### src/rtl/regfile_wb_arbiter.sv
// Arbitrates the register-file write port between pipeline writeback and an AUX unit,
// tracking AUX destinations in a busy scoreboard. Define WBARB_STAT_EN for the force_cnt statistic.
module regfile_wb_arbiter #(
   parameter int n            = 32,
   parameter int STARVE_LIMIT = 4
) (
   input  logic         clk,
   input  logic         rst,
   input  logic         wb_we,
   input  logic [4:0]   wb_rd,
   input  logic [n-1:0] wb_data,
   input  logic         aux_valid,
   input  logic [4:0]   aux_rd,
   input  logic [n-1:0] aux_data,
   output logic         aux_ready,
   input  logic         iss_valid,
   input  logic [4:0]   iss_rd,
   output logic         iss_ready,
   input  logic [4:0]   chk_rs1,
   input  logic [4:0]   chk_rs2,
   output logic         hazard,
   output logic         stall_pipe,
   output logic [31:0]  busy_vec,
   output logic         RegWrite,
   output logic [4:0]   WriteReg,
   output logic [n-1:0] WriteData
`ifdef WBARB_STAT_EN
   ,
   output logic [15:0]  force_cnt
`endif
);

   typedef enum logic [1:0] {ARB, FORCE, DRAIN} state_e;

   state_e         state_q, state_d;
   logic [3:0]     starve_cnt_q, starve_cnt_d;
   logic [31:0]    busy_q, busy_d;
   logic           hold_valid_q, hold_valid_d;
   logic [4:0]     hold_rd_q, hold_rd_d;
   logic [n-1:0]   hold_data_q, hold_data_d;

   logic           commit;
   logic [4:0]     commit_rd;
   logic [n-1:0]   commit_data;
   logic           aux_accept;

   always_comb begin
      state_d      = state_q;
      starve_cnt_d = starve_cnt_q;
      hold_valid_d = hold_valid_q;
      hold_rd_d    = hold_rd_q;
      hold_data_d  = hold_data_q;
      commit       = 1'b0;
      commit_rd    = 5'd0;
      commit_data  = '0;
      aux_accept   = 1'b0;
      case (state_q)
         ARB: begin
            if (wb_we) begin
               commit      = 1'b1;
               commit_rd   = wb_rd;
               commit_data = wb_data;
               if (aux_valid) begin
                  if (starve_cnt_q == 4'(STARVE_LIMIT - 1)) begin
                     state_d = FORCE;
                  end else begin
                     starve_cnt_d = starve_cnt_q + 4'd1;
                  end
               end
            end else if (aux_valid) begin
               commit       = 1'b1;
               commit_rd    = aux_rd;
               commit_data  = aux_data;
               aux_accept   = 1'b1;
               starve_cnt_d = 4'd0;
            end
         end
         FORCE: begin
            starve_cnt_d = 4'd0;
            state_d      = ARB;
            if (aux_valid) begin
               commit      = 1'b1;
               commit_rd   = aux_rd;
               commit_data = aux_data;
               aux_accept  = 1'b1;
               // The WB already in flight cannot be stopped, so park it for one cycle.
               if (wb_we) begin
                  hold_valid_d = 1'b1;
                  hold_rd_d    = wb_rd;
                  hold_data_d  = wb_data;
                  state_d      = DRAIN;
               end
            end else if (wb_we) begin
               commit      = 1'b1;
               commit_rd   = wb_rd;
               commit_data = wb_data;
            end
         end
         DRAIN: begin
            commit       = hold_valid_q;
            commit_rd    = hold_rd_q;
            commit_data  = hold_data_q;
            hold_valid_d = 1'b0;
            state_d      = ARB;
         end
         default: begin
            state_d = ARB;
         end
      endcase
   end

   assign iss_ready = rst && ((iss_rd == 5'd0) || !busy_q[iss_rd]);

   always_comb begin
      busy_d = busy_q;
      if (aux_accept) begin
         busy_d[aux_rd] = 1'b0;
      end
      if (iss_valid && iss_ready && (iss_rd != 5'd0)) begin
         busy_d[iss_rd] = 1'b1;
      end
   end

   always_ff @(posedge clk or negedge rst) begin
      if (!rst) begin
         state_q      <= ARB;
         starve_cnt_q <= 4'd0;
         busy_q       <= 32'd0;
         hold_valid_q <= 1'b0;
         hold_rd_q    <= 5'd0;
         hold_data_q  <= '0;
      end else begin
         state_q      <= state_d;
         starve_cnt_q <= starve_cnt_d;
         busy_q       <= busy_d;
         hold_valid_q <= hold_valid_d;
         hold_rd_q    <= hold_rd_d;
         hold_data_q  <= hold_data_d;
      end
   end

   // Writes to x0 still complete the handshake but never reach the register file.
   assign RegWrite   = rst && commit && (commit_rd != 5'd0);
   assign WriteReg   = commit_rd;
   assign WriteData  = commit_data;
   assign aux_ready  = rst && aux_accept;
   assign stall_pipe = (state_q != ARB);
   assign busy_vec   = busy_q;
   assign hazard     = ((chk_rs1 != 5'd0) && busy_q[chk_rs1]) ||
                       ((chk_rs2 != 5'd0) && busy_q[chk_rs2]);

`ifdef WBARB_STAT_EN
   logic [15:0] force_cnt_q, force_cnt_d;

   always_comb begin
      force_cnt_d = force_cnt_q;
      if ((state_q == ARB) && (state_d == FORCE) && (force_cnt_q != 16'hFFFF)) begin
         force_cnt_d = force_cnt_q + 16'd1;
      end
   end

   always_ff @(posedge clk or negedge rst) begin
      if (!rst) begin
         force_cnt_q <= 16'd0;
      end else begin
         force_cnt_q <= force_cnt_d;
      end
   end

   assign force_cnt = force_cnt_q;
`endif

endmodule

### config.mk
export PLATFORM = sky130hd
export DESIGN_NAME = regfile_wb_arbiter
export DESIGN_NICKNAME = d
export VERILOG_FILES = /design/src/rtl/regfile_wb_arbiter.sv
export SDC_FILE = /design/constraint.sdc
export NUM_CORES = 1
export LEC_CHECK = 0
export BUFFER_PORTS_ARGS = -buffer_cell sky130_fd_sc_hd__buf_4
export CAP_MARGIN = 20
export CORE_MARGIN = 4
export CORE_UTILIZATION = 54
export DETAILED_ROUTE_END_ITERATION = 6
export GPL_TIMING_DRIVEN = 0
export HOLD_SLACK_MARGIN = 0.02
export PLACE_DENSITY = 0.84
export REMOVE_ABC_BUFFERS = 1
export SYNTH_ARGS = -nofsm -noshare
export SYNTH_HDL_FRONTEND = slang
export SYNTH_SLANG_ARGS = --single-unit
### constraint.sdc
create_clock -name clk -period 4.1 [get_ports clk]
set_input_delay 0.615 -clock clk [delete_from_list [all_inputs] [get_ports clk]]
set_output_delay 0.615 -clock clk [all_outputs]
set_load 0.02 [all_outputs]
# After elaboration in Yosys (flattened, before gate mapping)
# Index checks and enable logic that the tools add are counted.
[totals] regBits=76 wordCells=94 input_bits=94
[op_classes] eq_ne=9 muxes=43 n_reduce_logical=26 bitwise=3 add_sub_neg=1 n_lt_le_gt_ge=6
[ops] operator="$mux W32" count=6
[ops] operator="$pmux W32 S3" count=1
[ops] operator="$and A32 B32 Y32" count=1
[ops] operator="$not A32 Y32" count=1
[ops] operator="$or A32 B32 Y32" count=1
[ops] operator="$lt A5 B6 Y1 const B" count=4
[ops] operator="$mux W5" count=4
[ops] operator="$reduce_bool A5 Y1" count=4
[ops] operator="$mux W4" count=4
[ops] operator="$bmux W1 S5" count=3
[ops] operator="$pmux W5 S3" count=1
[ops] operator="$mux W1" count=12
[ops] operator="$reduce_and A3 Y1" count=4
[ops] operator="$demux W1 S5" count=2
[ops] operator="$ge A5 B1 Y1 const B" count=2
[ops] operator="$logic_and A1 B1 Y1" count=10
[ops] operator="$mux W2" count=5
[ops] operator="$ne A2 B2 Y1 const B" count=5
[ops] operator="$pmux W4 S2" count=1
[ops] operator="$reduce_bool A2 Y1" count=3
[ops] operator="$logic_not A5 Y1" count=1
[ops] operator="$add A4 B1 Y4 const B" count=1
[ops] operator="$eq A4 B2 Y1 const B" count=1
[ops] operator="$pmux W1 S2" count=2
[ops] operator="other kinds (8)" count=9

# Depth between registers and ports, before layout
# Gate-level depths: netlist (run 1).
[logic_depth] word_depth=9 ltp_mapped=8 depth_no_buf=6

# Least setup slack after synthesis (run 1)
# Ideal clock, no wire load.
[synth_timing] path_kind="input to output" startpoint="input iss_rd[1]" endpoint="output iss_ready" t_required_ns=3.485 path_stages=7 path_slack_ns=1.297 arrival_time_ns=2.188 cell_sequence="buf_6 > mux2i_1 > o22ai_1 > nor4bb_4 > o211ai_2 > buf_6 > a21boi_0"
[synth_via] elab_chain_len=5
[synth_lines] item="start: declaration" line_no="17" text="input logic [4:0] iss_rd,"
[synth_lines] item="$bmux W1 S5" line_no="112" text="assign iss_ready = rst && ((iss_rd == 5'd0) || !busy_q[iss_rd]);"
[synth_lines] item="$mux W1 (not written as such)" line_no="112"
[synth_lines] item="$logic_not A1 Y1" line_no="112"
[synth_lines] item="$logic_or A1 B1 Y1 *" line_no="112"
[synth_lines] item="$logic_and A1 B1 Y1 *" line_no="112"
[synth_lines] item="end: declaration" line_no="18" text="output logic iss_ready,"
# Mark *: on every way between the ends. The rest lies on a longest branch, timed or not. The select of a mux whose other input is x is not followed.

# Worst setup path in the final report (run 1)
[layout_timing] startpoint="register state_q[1]" endpoint="output RegWrite"
[layout_via] elab_chain_len=4
[layout_lines] item="start: declaration" line_no="35" text="state_e state_q, state_d;"
[layout_lines] item="start signal: assignment" line_no="133" text="state_q <= state_d;"
[layout_lines] item="$eq A2 B2 Y1 (tied with other cells)" line_no="57" text="case (state_q)"
[layout_lines] item="$pmux W5 S3 or $pmux W1 S3 (tied branches)" line_no="57"
[layout_lines] item="$reduce_bool A5 Y1 or $logic_and A1 B1 Y1 (tied branches)" line_no="143" text="assign RegWrite = rst && commit && (commit_rd != 5'd0);"
[layout_lines] item="$logic_and A1 B1 Y1 *" line_no="143"
[layout_lines] item="end: declaration" line_no="24" text="output logic RegWrite,"
# Mark *: on every way between the ends. The rest lies on a longest branch, timed or not.

==> run metrics, run 1 <==
Syn Area/Cell=9.43 µm²; ratio of cells with drive above 1 in the final layout=roughly a third; Compound-Gate Fraction of Synth Area=20.4%; final core utilization=between 70% and 80%; CP max stage delay=0.73 ns; Seq pwr share=a little over two fifths; ANT cells=0; post-synthesis mux area share=12.2%; Comb power frac=27.8%; initial antenna violation count=0; Starting Density=55.2%; Reg-to-Reg End=hold_data_q[2]$_DFFE_PN0P_; global-route wire length before repair=24,300 µm; Slew Limit Fails=0; fmax=between 200 and 300 MHz; clk sinks=76; CP max FO=35; Synth Instances=508; r2r worst-path depth=5; CTS Buf Count=9; Worst VDD drop=0.184 mV; number of global-route vias before repair=4,704; post-route clock period utilization=89.2%; Synth Area in Adders=0.261%; Power Internal=1580 µW; ys flop type=dfrtp_1; Post-Synth Simple-Gate Area=20.8%; clock root buffer=clkbuf_8; final hold vios=0; status=finished clean; port bufs=167; Max H-tree Level=3; # setup viols final=0; CP Capture Type=primary output; largest net degree at the start of global routing=84; Via density=6.30; Remaining DRCs=0; Clk pwr share=30.3%; IO Count=between 150 and 200; clock-pin slew of the registers on the worst-case setup and hold paths=0.09 ns; die area=0.0104 mm²; drt initial violations=647; Sum Neg Setup Slack=0 ns; Max-slew headroom=between 30% and 40%; worst slew pin tran=0.976 ns; Slowest-stage cell, CP=dfrtp_2; main combinational cell family by area after synthesis=simple AND/OR/NAND/NOR gates; Critical Path Stages=7; clk_skew=0.0118 ns; Reg2Reg Launch Point=state_q[1]$_DFFE_PN0P_; Synth cell types=60; Core Footprint=0.00868 mm²; Layout area overhead=30.1%; Setup crit start kind=register; WL per Instance=19.7 µm; Global Route Usage Sum=29.8%; CP cell instances=and2b_1 > nor2_1 > buf_6 > a222oi_1 > nor2_1 > o31a_1 > buf_4; Congestion Overflow GR=0; FP Rows=34; P_leak=0.00306 µW; WS Path Type=register to primary output; routed vias=4,818; chip width=102 µm; fin crit period=3.66 ns; Hold Path Class=primary input to async pin; Worst Setup SP=state_q[1]$_DFFE_PN0P_; Resized cells post-CTS=0; Pre-antenna DRT Iters=5; routability cong.=around 0.93; Die Ht=102 µm; Sw Pwr=756 µW; #FFs+latches synth=76; CTS tree=done; hold_ws=0.0523 ns; synthesized area=0.00479 mm²; detailed placement HPWL=10,900 µm; CTS max path bufs=2; Clock Latency Late Sink=0.35 ns; FFs w/ async S/R, synth=100%; post-CTS setup buffers=0; sw frac=32.4%; CP Capture Point=RegWrite; xor/xnor share of the synthesized area=0%; Most Frequent Cell on Critical Path=nor2_1; Post-DRT Antenna Nets=0; worst path bufs/invs=2; Yosys warnings=0; Pwr Density=374 mW/mm²; Crit path max-delay family=simple AND/OR/NAND/NOR gates; R2R setup slack=~1.0 ns; Worst EP arrival=3.04 ns; Req. time, crit path=approximately 3.5 ns; NumNets Final=747; Post-synth EDFFs=0; Hold-fix buffers, CTS=0; Seq/Total Area, Yosys=39.7%; Post-Route WL=15,100 µm; RSZ-0062 raised after global routing=no; total of max-cap violations=0
## cells in the final DEF (no fill, tap or decap), drive strengths merged, types with 2 or more instances in the layout
master / Yosys / layout
a21boi: 2 / 2
a21oi: 2 / 2
a221o: 2 / 2
a222oi: 34 / 34
and2: 3 / 3
and3: 3 / 3
buf: 12 / 170
bufinv: 0 / 3
clkbuf: 23 / 9
clkinv: 1 / 3
dfrtp: 76 / 76
inv: 13 / 14
mux2: 6 / 6
mux2i: 18 / 18
mux4: 15 / 15
nand2: 113 / 113
nand2b: 4 / 4
nand3: 8 / 8
nand3b: 9 / 9
nand4b: 2 / 2
nor2: 32 / 32
nor2b: 3 / 3
nor3: 3 / 3
nor4: 2 / 2
nor4b: 2 / 2
o211ai: 2 / 2
o21a: 2 / 2
o21ai: 53 / 53
o21bai: 3 / 3
o221ai: 3 / 3
o22ai: 2 / 2
o31ai: 24 / 24
or2: 4 / 4
or3: 5 / 5
or3b: 8 / 8
## synth_stat cells, types with 4 or more instances
cell | count | area (µm²)
clkbuf_1 | 21 | 78.8
or3b_2 | 6 | 52.6
dfrtp_1 | 76 | 1900
nor2_1 | 32 | 120
o21ai_0 | 52 | 260
a222oi_1 | 34 | 340
mux2i_1 | 18 | 180
nand2_1 | 113 | 424
mux4_2 | 15 | 338
nand2b_1 | 4 | 25.0
o31ai_1 | 23 | 173
mux2_2 | 6 | 67.6
or3_1 | 5 | 31.3
inv_1 | 13 | 48.8
buf_6 | 6 | 67.6
nand3b_1 | 9 | 67.6
nand3_1 | 8 | 40.0
## flip-flops by register name, summed over array words and instances (netlist names)
name and cells:
busy_vec 32, starve_cnt_q 4, hold_rd_q 5, state_q 2
hold_data_q 32, hold_valid_q 1
## metal layers
layer  vias to the layer above  GRT usage (%)  routed length, µm
met2                       299           49.6               7310
met4                         0           7.16                252
met1                      2304           38.8               5830
li1                       2187              -                  -
met5                         -              0                  0
met3                        28           8.12               1700
## worst min-delay path by stage
stage / to / slack [ns] / cells after the start
floorplan: busy_vec[0]$_DFF_PN0_ / 0.32 / 0
global placement: hold_rd_q[0]$_DFFE_PN0P_ / 0.46 / 2
detailed placement: hold_data_q[29]$_DFFE_PN0P_ / 0.47 / 2
CTS: hold_data_q[26]$_DFFE_PN0P_ / 0.44 / 3
global route: starve_cnt_q[1]$_DFFE_PN0P_ / 0.04 / 1
finish: starve_cnt_q[1]$_DFFE_PN0P_ / 0.05 / 1
## power groups by stage
stage                     Combinational, µW  Clock (µW)  Sequential [µW]
after floorplan                         294           0              999
after global placement                  625           0              982
after detailed placement                647           0              983
after CTS                               647         713              973
after global routing                    709         750              989
final                                   650         708              977
## through the flow
| step | worst slack (ns) | power [µW] | cell area, µm² | instances |
|---|---|---|---|---|
| after floorplan | 0.848 | 1290 | 4530 | 471 |
| after global placement | 0.160 | 1610 | 5920 | 746 |
| after detailed placement | 0.533 | 1630 | 5960 | 748 |
| after CTS | 0.115 | 2330 | 6200 | 764 |
| after global routing | 0.207 | 2450 | 6230 | 765 |
| final | 0.441 | 2330 | 6230 | 765 |
## area by class of cell
type	count	area (µm²)
fill	633	2440
sequential	76	1900
inverter	14	52.6
timing repair buffer	170	1320
tap	108	135
multi-input combinational	381	2570
clock inverter	7	124
clock buffer	9	124
## cell families (layout without fill, tap and decap cells)
group / Yosys count / in the layout
AOI/OAI and AO/OA: 134 / 134
adders and majority gates: 1 / 1
buffers and inverters: 51 / 200
DFF: 76 / 76
muxes: 39 / 39
and+or+nand+nor: 207 / 207
No activity file was read; power rests on OpenSTA's default activity.
==> run 2: changes to the inputs <==
CORE_UTILIZATION = 46   (was 54)
PLACE_DENSITY = 0.76   (was 0.84)
clock period = 3.2 ns   (was 4.1 ns; I/O delays follow)
==> run 2 against run 1 <==
Against the previous run:
- power increased by 26%
- critical endpoint unchanged
- register-to-register slack got worse by 0.48 ns
- clock power increased by 23%
- non-clock buffer count decreased by 1
- setup slack got worse by 0.28 ns
- sequential power increased by 28%
- cell area increased by 0.26%
==> run metrics, run 2 (synthesized netlist as in run 1, its figures left out) <==
Global Route Usage Sum=24.4% (-5.4 points); Setup crit start kind=register; CP max stage delay=0.65 ns (-0.08 ns); clk sinks=76 (unchanged); P_leak=0.00304 µW (-0.67%); Slowest-stage cell, CP=dfrtp_4; Starting Density=48.1% (-7.1 points); Pre-antenna DRT Iters=5 (unchanged); met3 wire length=1620 µm (-4.8%); CP cell instances=and2b_4 > nor2_2 > buf_6 > a222oi_1 > nor2_1 > o31a_1 > buf_4; Via density=5.89 (-6.4%); Die Ht=110 µm (+7.7%); port bufs=167 (unchanged); Hold-fix buffers, CTS=0 (unchanged); setup slack after layout=0.157 ns (-0.284 ns); Core Footprint=0.00995 mm² (+15%); Crit path max-delay family=flip-flops; Clock Latency Late Sink=0.35 ns (about the same); WS Path Type=register to primary output; uppermost layer routed=met4; Req. time, crit path=2.72 ns (-0.76 ns); Sum Neg Setup Slack=0 ns (unchanged); global-route wire length before repair=23,100 µm (-5.1%); Inst Count DP=772 (+3.2%); CP Capture Type=primary output; Remaining DRCs=0 (unchanged); Max H-tree Level=3 (unchanged); ratio of cells with drive above 1 in the final layout=34.3% (+0.20 points); drt initial violations=513 (-21%); Layout area overhead=30.4%; Pwr Density=470 mW/mm² (+25%); routability cong.=0.855 (-8.3%); Post-Place Setup Slack=-0.286 ns (-0.818 ns); fin crit period=3.04 ns; most common cell after layout, fill and taps aside=buf_4; Worst VDD drop=0.216 mV (+18%); clk_skew=0.00909 ns (-0.00276 ns); # setup viols final=0 (unchanged); Slew Limit Fails=0 (unchanged); chip width=110 µm (+7.7%); total of max-cap violations=0 (unchanged); CTS Buf Count=9 (unchanged); initial antenna violation count=0 (unchanged); clock root buffer=clkbuf_8; Congestion Overflow GR=0 (unchanged); CTS max path bufs=2 (unchanged); Post-DRT Antenna Nets=0 (unchanged); post-route clock period utilization=95.1%; post-CTS setup buffers=0 (unchanged); hold_ws=0.280 ns (+0.228 ns); die area=0.0121 mm² (+16%); final hold vios=0 (unchanged); CTS tree=done; RSZ-0062 raised after global routing=no; worst slew pin tran=0.971 ns (-0.00410 ns); FP Rows=36 (+5.9%); Max-slew headroom=35.2% (+0.68 points); CP max FO=35 (unchanged); detailed placement HPWL=10,800 µm (-1.7%); non-filler cells in the finished layout=789 (+3.1%); Hold Path Class=primary input to async pin; WL per Instance=18.3 µm (-7.4%); met1 WL=5860 µm (+0.55%); Post-Route WL=14,400 µm (-4.4%); fmax=329 MHz; wire length on met2=6880 µm (-5.9%); status=finished clean; ANT cells=0 (unchanged); commonest cells after routing, fill and taps aside=buf_4, nand2_1, dfrtp_1, o21ai_0, a222oi_1; NumNets Final=746 (-0.13%); worst path bufs/invs=2 (unchanged); Worst EP arrival=2.56 ns (-0.48 ns); IO Count=168 (unchanged); number of global-route vias before repair=4,553 (-3.2%); routed vias=4,649 (-3.5%); largest net degree at the start of global routing=84 (unchanged); clock-pin slew of the registers on the worst-case setup and hold paths=0.07 ns (-0.02 ns); Resized cells post-CTS=4 (+4)
## run 2: layer usage
layer / GRT usage (%) / vias to the layer above
li1: - / 2183
met5: 0 / -
met1: 31.8 / 2216
met2: 39.8 / 245
met4: 6.68 / 0
met3: 7.11 / 5
## run 2: report_power, final
part | internal [µW] | leakage [µW] | switching [µW]
combinational | 391 | 0.00190 | 428
clock | 520 | 0.000117 | 350
sequential | 1110 | 0.00102 | 142
## run 2: layout make-up
class | count | area [µm²]
fillers | 826 | 3700
multi-input cells | 381 | 2590
flip-flops and latches | 76 | 1910
repair buffers | 169 | 1290
well taps | 133 | 166
clock buffers | 10 | 128
clock inverters | 6 | 111
inverters | 14 | 52.6
## run 2: metrics by stage
step                      utilization (%)  cell area (µm²)  total power [µW]
final                                62.8             6250              2940
after global placement               59.8             5950              2060
after CTS                            62.4             6210              2950
after global routing                 62.8             6250              3090
after floorplan                         -             4530              1660
after detailed placement             59.9             5970              2080
## run 2: final timing paths
kind | start | end | slack, ns | cells after the start
worst max register to register | state_q[1]$_DFFE_PN0P_ | busy_vec[4]$_DFF_PN0_ | 0.56 | 5
max in group asynchronous | rst | state_q[1]$_DFFE_PN0P_ | 2.20 | 1
worst max-delay path | state_q[1]$_DFFE_PN0P_ | RegWrite | 0.16 | 7
min in group clk | wb_data[16] | hold_data_q[16]$_DFFE_PN0P_ | 0.33 | 3
worst min-delay path | rst | hold_data_q[5]$_DFFE_PN0P_ | 0.28 | 1
worst min register to register | starve_cnt_q[3]$_DFFE_PN0P_ | starve_cnt_q[3]$_DFFE_PN0P_ | 0.48 | 1
